`src/rtl/huffman_decoder.sv`:
```
// Serial-bit Huffman decoder for the 6-symbol gray alphabet, table-driven (HC/M pairs).
// Optional HUFFDEC_ERR_CHECK_EN: sticky err flag on an 8-bit prefix matching no code.
module huffman_decoder #(
  parameter int unsigned CNT_W = 16
) (
  input  logic             clk,
  input  logic             reset,
  input  logic             tbl_load,
  input  logic [7:0]       HC1,
  input  logic [7:0]       HC2,
  input  logic [7:0]       HC3,
  input  logic [7:0]       HC4,
  input  logic [7:0]       HC5,
  input  logic [7:0]       HC6,
  input  logic [7:0]       M1,
  input  logic [7:0]       M2,
  input  logic [7:0]       M3,
  input  logic [7:0]       M4,
  input  logic [7:0]       M5,
  input  logic [7:0]       M6,
  input  logic             bit_valid,
  input  logic             bit_in,
  output logic             bit_ready,
  output logic             sym_valid,
  output logic [7:0]       sym_data,
  input  logic             sym_ready,
  output logic [CNT_W-1:0] sym_cnt,
  output logic             err
);

  localparam logic [0:0] NO_TBL = 1'b0;
  localparam logic [0:0] RUN    = 1'b1;

  logic [0:0]       state_q, state_d;
  logic [7:0]       hc_q [6];
  logic [7:0]       m_q  [6];
  logic [7:0]       hc_in [6];
  logic [7:0]       m_in  [6];
  logic [7:0]       acc_q, acc_d;
  logic [3:0]       len_q, len_d;
  logic             sym_valid_q, sym_valid_d;
  logic [7:0]       sym_data_q, sym_data_d;
  logic [CNT_W-1:0] sym_cnt_q, sym_cnt_d;

  logic       accept;
  logic [7:0] acc_shift;
  logic [3:0] len_inc;
  logic [7:0] len_mask;
  logic       hit;
  logic [7:0] hit_sym;
  logic       overlong;

  assign hc_in[0] = HC1;
  assign hc_in[1] = HC2;
  assign hc_in[2] = HC3;
  assign hc_in[3] = HC4;
  assign hc_in[4] = HC5;
  assign hc_in[5] = HC6;
  assign m_in[0]  = M1;
  assign m_in[1]  = M2;
  assign m_in[2]  = M3;
  assign m_in[3]  = M4;
  assign m_in[4]  = M5;
  assign m_in[5]  = M6;

  // Ready drops only while an unconsumed symbol sits in the output register.
  assign bit_ready = (state_q == RUN) && !(sym_valid_q && !sym_ready);
  assign sym_valid = sym_valid_q;
  assign sym_data  = sym_data_q;
  assign sym_cnt   = sym_cnt_q;

  always_comb begin
    accept    = bit_valid && bit_ready && !tbl_load;
    acc_shift = {acc_q[6:0], bit_in};
    len_inc   = len_q + 4'd1;
    len_mask  = (len_inc >= 4'd8) ? 8'hFF : ((8'd1 << len_inc) - 8'd1);
    hit       = 1'b0;
    hit_sym   = '0;
    // Ascending scan with first-hit latch gives lowest-index priority.
    for (int unsigned i = 0; i < 6; i++) begin
      if (!hit && (m_q[i] != '0) && (m_q[i] == len_mask) &&
          ((acc_shift & m_q[i]) == (hc_q[i] & m_q[i]))) begin
        hit     = 1'b1;
        hit_sym = 8'(i + 1);
      end
    end
    overlong = (len_inc == 4'd8) && !hit;
  end

  always_comb begin
    state_d     = state_q;
    acc_d       = acc_q;
    len_d       = len_q;
    sym_valid_d = sym_valid_q;
    sym_data_d  = sym_data_q;
    sym_cnt_d   = sym_cnt_q;
    if (tbl_load) begin
      state_d     = RUN;
      acc_d       = '0;
      len_d       = '0;
      sym_valid_d = 1'b0;
      sym_cnt_d   = '0;
    end else begin
      if (sym_valid_q && sym_ready) begin
        sym_valid_d = 1'b0;
      end
      if (accept) begin
        if (hit) begin
          sym_valid_d = 1'b1;
          sym_data_d  = hit_sym;
          acc_d       = '0;
          len_d       = '0;
          sym_cnt_d   = sym_cnt_q + CNT_W'(1);
        end else if (overlong) begin
          acc_d = '0;
          len_d = '0;
        end else begin
          acc_d = acc_shift;
          len_d = len_inc;
        end
      end
    end
  end

  always_ff @(posedge clk or negedge reset) begin
    if (!reset) begin
      state_q     <= NO_TBL;
      acc_q       <= '0;
      len_q       <= '0;
      sym_valid_q <= 1'b0;
      sym_data_q  <= '0;
      sym_cnt_q   <= '0;
      for (int unsigned i = 0; i < 6; i++) begin
        hc_q[i] <= '0;
        m_q[i]  <= '0;
      end
    end else begin
      state_q     <= state_d;
      acc_q       <= acc_d;
      len_q       <= len_d;
      sym_valid_q <= sym_valid_d;
      sym_data_q  <= sym_data_d;
      sym_cnt_q   <= sym_cnt_d;
      if (tbl_load) begin
        for (int unsigned i = 0; i < 6; i++) begin
          hc_q[i] <= hc_in[i];
          m_q[i]  <= m_in[i];
        end
      end
    end
  end

`ifdef HUFFDEC_ERR_CHECK_EN
  logic err_q, err_d;

  always_comb begin
    err_d = err_q;
    if (tbl_load) begin
      err_d = 1'b0;
    end else if (accept && overlong) begin
      err_d = 1'b1;
    end
  end

  always_ff @(posedge clk or negedge reset) begin
    if (!reset) begin
      err_q <= 1'b0;
    end else begin
      err_q <= err_d;
    end
  end

  assign err = err_q;
`else
  assign err = 1'b0;
`endif

endmodule

```
`config.mk`:
```
export PLATFORM = sky130hd
export DESIGN_NAME = huffman_decoder
export DESIGN_NICKNAME = d
export VERILOG_FILES = /design/src/rtl/huffman_decoder.sv
export SDC_FILE = /design/constraint.sdc
export NUM_CORES = 1
export LEC_CHECK = 0
export CORE_UTILIZATION = 49
export DETAILED_ROUTE_END_ITERATION = 7
export PLACE_DENSITY = 0.86
export SLEW_MARGIN = 20
export SYNTH_ARGS = -nofsm -noshare
export SYNTH_HDL_FRONTEND = slang
export SYNTH_SLANG_ARGS = --single-unit
```
`constraint.sdc`:
```
create_clock -name clk -period 4.3 [get_ports clk]
set_input_delay 0.645 -clock clk [delete_from_list [all_inputs] [get_ports clk]]
set_output_delay 0.645 -clock clk [all_outputs]
set_load 0.01 [all_outputs]
```
==> flow_summary.toml <==
[status]
status = "finished clean"

[worst_setup_path]
cp_max_fo = 14
required_ps = 4660
crit_path_end_kind = "flip-flop"
path_buf_inv = 1
cpMaxStageDelayCell = "or3_1"
crit_type = "reg2reg"
timing.rr.end = "acc_q[0]"
max_stage_delay_ps = 470
cp.arrival_ps = 4460
r2r_slack_ps = 200
path_delay_family = "simple AND/OR/NAND/NOR gates"
cp_cell_sequence = "ha_1, buf_6, nand2_1, o31ai_4, nand2_1, ha_2, nor3b_1, mux2_2, o21ai_0, a21oi_1, nor3_1, nor3_1, or3_1, nor3_4, a32o_1"
reg2regPathDepth = 15
setup.worst_path.start_class = "flip-flop"
r2r_start = "len_q[0]"

[floorplanning]
start_util_pct = 50.2
ios = 129
core_area_um2 = 15200
die-area_um2 = 16100
die_x_um = 127
num_rows = 45
die_y_um = 127

[timing]
fin_crit_sh_pct = 95.3
grt_setup_unrepaired = "no"
drv_slew = 0
worst_pin_slew_ps = 810
hold_viol_final = 0
setup_viol = 0
skew_ps = 6.80
maxSlewHeadroom_pct = 46.0
fmax_mhz = 244
fin_crit_ps = 4100
setup_slack_ps = 202

[power_and_ir_drop]
p_leak_nw = 4.02
p_per_area_nw_per_um2 = 361
ir_worst_vdd_uv = 350

[place]
dpl.hpwl_mm = 14.7
placed_cells = 992
dpl_worst_slack_ps = -84.3
place_congestion = 0.912
portBuffers = 122

[finish]
drive_gt1_share_pct = 21.0
fin_cells = 1025
nets = 933
area_delta_synth_final_pct = 27.1
nFillCells = 1173
postLayoutCoreUtil_pct = 63.8
antenna-diode-count = 0

[clock_network]
clkSlewWorstSetupHoldPaths_ps = 60
clockBufferDepth = 2
cts.sinks = 128
cts_root_buffer = "clkbuf_16"
h-tree-depth = 4
cts_buffers = 17
clock_latency_ps = 430
cts_tree = "done"

[yosys]
async_flop_share_pct = 100
synth_top_area_share_pct = 42.0
synth-edff-count = 0
synth_commonest_cells = "dfrtp_1 (128), mux2_2 (92), xor2_1 (59)"
synth_cell_types = 78
yosysSeqAreaShare_pct = 42.0
yosys.area.top_type = "dfrtp_1"
ys_seq_elements = 128
yosysMostFrequentCell = "dfrtp_1"
syn_inst = 700
synth-main-ff-cell = "dfrtp_1"
netlist_area_um2 = 7620
synth.area.top_cells = "dfrtp_1 (42%), mux2_2 (14%), xor2_1 (6.8%), mux2_1 (2.4%), xnor2_1 (2.0%)"
yosysWarnings = 0
avgSynthCellArea_um2 = 10.9

[global_routing]
antenna_found_initial = 0
grt_max_degree = 75
overflow = 0
grt.total_usage_pct = 26.9
grt_pass1_vias = 6411
grt_pass1_wl_mm = 33.1

[route]
wl_per_cell_um = 19.9
post_drt_via_cell_ratio = 6.15
drc = 0
ant_nets = 0
vias = 6307
wl_mm = 20.4
drtIter0Drc = 508
drt_first_pass_iters = 5

[flow_run]
maxCapViolations = 0

[worst_hold_path]
hp-class = "in2async"
[report_power, final]
| group | switching, mW | internal (mW) |
|---|---|---|
| registers | 0.127 | 1.30 |
| logic | 0.318 | 0.338 |
| clock network | 0.534 | 0.881 |
| total | 0.979 | 2.52 |
[kinds of logic after synthesis]
kind of cell,after synthesis,synth area share [%]
mux,112,16.5
fa+ha+maj,7,1.15
buf+inv,60,3.81
xor+xnor,77,8.94
compound gates,126,13.5
flops,128,42.0
simple gates,189,14.1
other cells,1,0.0492
[layout make-up]
| cell class | count | area, um2 | area share [%] |
|---|---|---|---|
| Clock inverter | 9 | 109 | 1.12 |
| Timing Repair Buffer | 147 | 1420 | 14.7 |
| Tap cell | 188 | 235 | 2.43 |
| Sequential cell | 128 | 3200 | 33.0 |
| Multi-Input combinational cell | 517 | 4210 | 43.4 |
| Clock buffer | 23 | 468 | 4.83 |
| Inverter | 13 | 48.8 | 0.503 |
[layout by cell type (no fill, tap or decap), drive strengths merged, types with 6 or more instances in the layout]
master | netlist | routed
o31ai | 6 | 6
inv | 13 | 13
or3 | 7 | 7
conb | 1 | 6
xor2 | 60 | 60
ha | 7 | 7
nor2b | 17 | 17
dfrtp | 128 | 128
nand2 | 29 | 29
nand3 | 21 | 21
a22oi | 16 | 16
mux2 | 108 | 108
nand2b | 7 | 7
nor3 | 28 | 28
nand4 | 6 | 6
nor4 | 15 | 15
nor2 | 28 | 28
xnor2 | 17 | 17
nor3b | 6 | 6
clkbuf | 23 | 23
buf | 24 | 27
o21ai | 21 | 21
o2111ai | 6 | 6
a32o | 11 | 11
clkdlybuf4s50 | 0 | 120
a21oi | 17 | 17
[how the worst max path moves through the flow]
| stage | endpoint | cells after the start | slack [ps] | start |
|---|---|---|---|---|
| after floorplan | sym_cnt[9] | 17 | 80 | len_q[0] |
| after global placement | sym_cnt[9] | 14 | 160 | len_q[3] |
| after detailed placement | sym_cnt[5] | 16 | -80 | len_q[0] |
| after CTS | sym_cnt[5] | 16 | 7 | len_q[0] |
| after global routing | acc_q[1] | 15 | 0.2 | len_q[0] |
| final | acc_q[0] | 15 | 200 | len_q[0] |
[sequential cells by signal (all words and copies together), names as in the netlist]
| signal | flops |
|---|---|
| len_q | 4 |
| sym_valid | 1 |
| sym_cnt | 16 |
| hc_q | 48 |
| m_q | 48 |
| sym_data | 3 |
| acc_q | 7 |
| state_q | 1 |
[per-layer routing]
layer | global-route usage (%) | wire length, um
met1 | 33.7 | 8290
met4 | 13.4 | 880
met5 | 0 | 0
met3 | 6.12 | 1380
met2 | 43.8 | 9820
[stage by stage]
step | area, um2 | hold slack [ps] | TNS [ps] | total power, mW
after detailed placement | 9050 | 444 | -86.3 | 2.08
after CTS | 9640 | 256 | 0 | 3.50
after global placement | 9050 | 442 | 0 | 2.05
after floorplan | 7640 | 349 | 0 | 1.82
after global routing | 9690 | 299 | 0 | 3.64
final | 9690 | 246 | 0 | 3.50
[worst register-to-register path: stages (launching register included)]
cell and delay, ps:
dfrtp_1 340, ha_1 190, buf_6 170, nand2_1 100
o31ai_4 300, nand2_1 140, ha_2 240, nor3b_1 160
mux2_2 340, o21ai_0 280, a21oi_1 120, nor3_1 330
nor3_1 180, or3_1 470, nor3_4 410, a32o_1 260
[what timing repair did]
item	in CTS	in global routing
gates resized for setup	2	9
setup buffers	0	1
setup endpoints to repair	3	25
pin swaps	0	3
hold buffers	0	0
(Power assumes the default switching activity.)
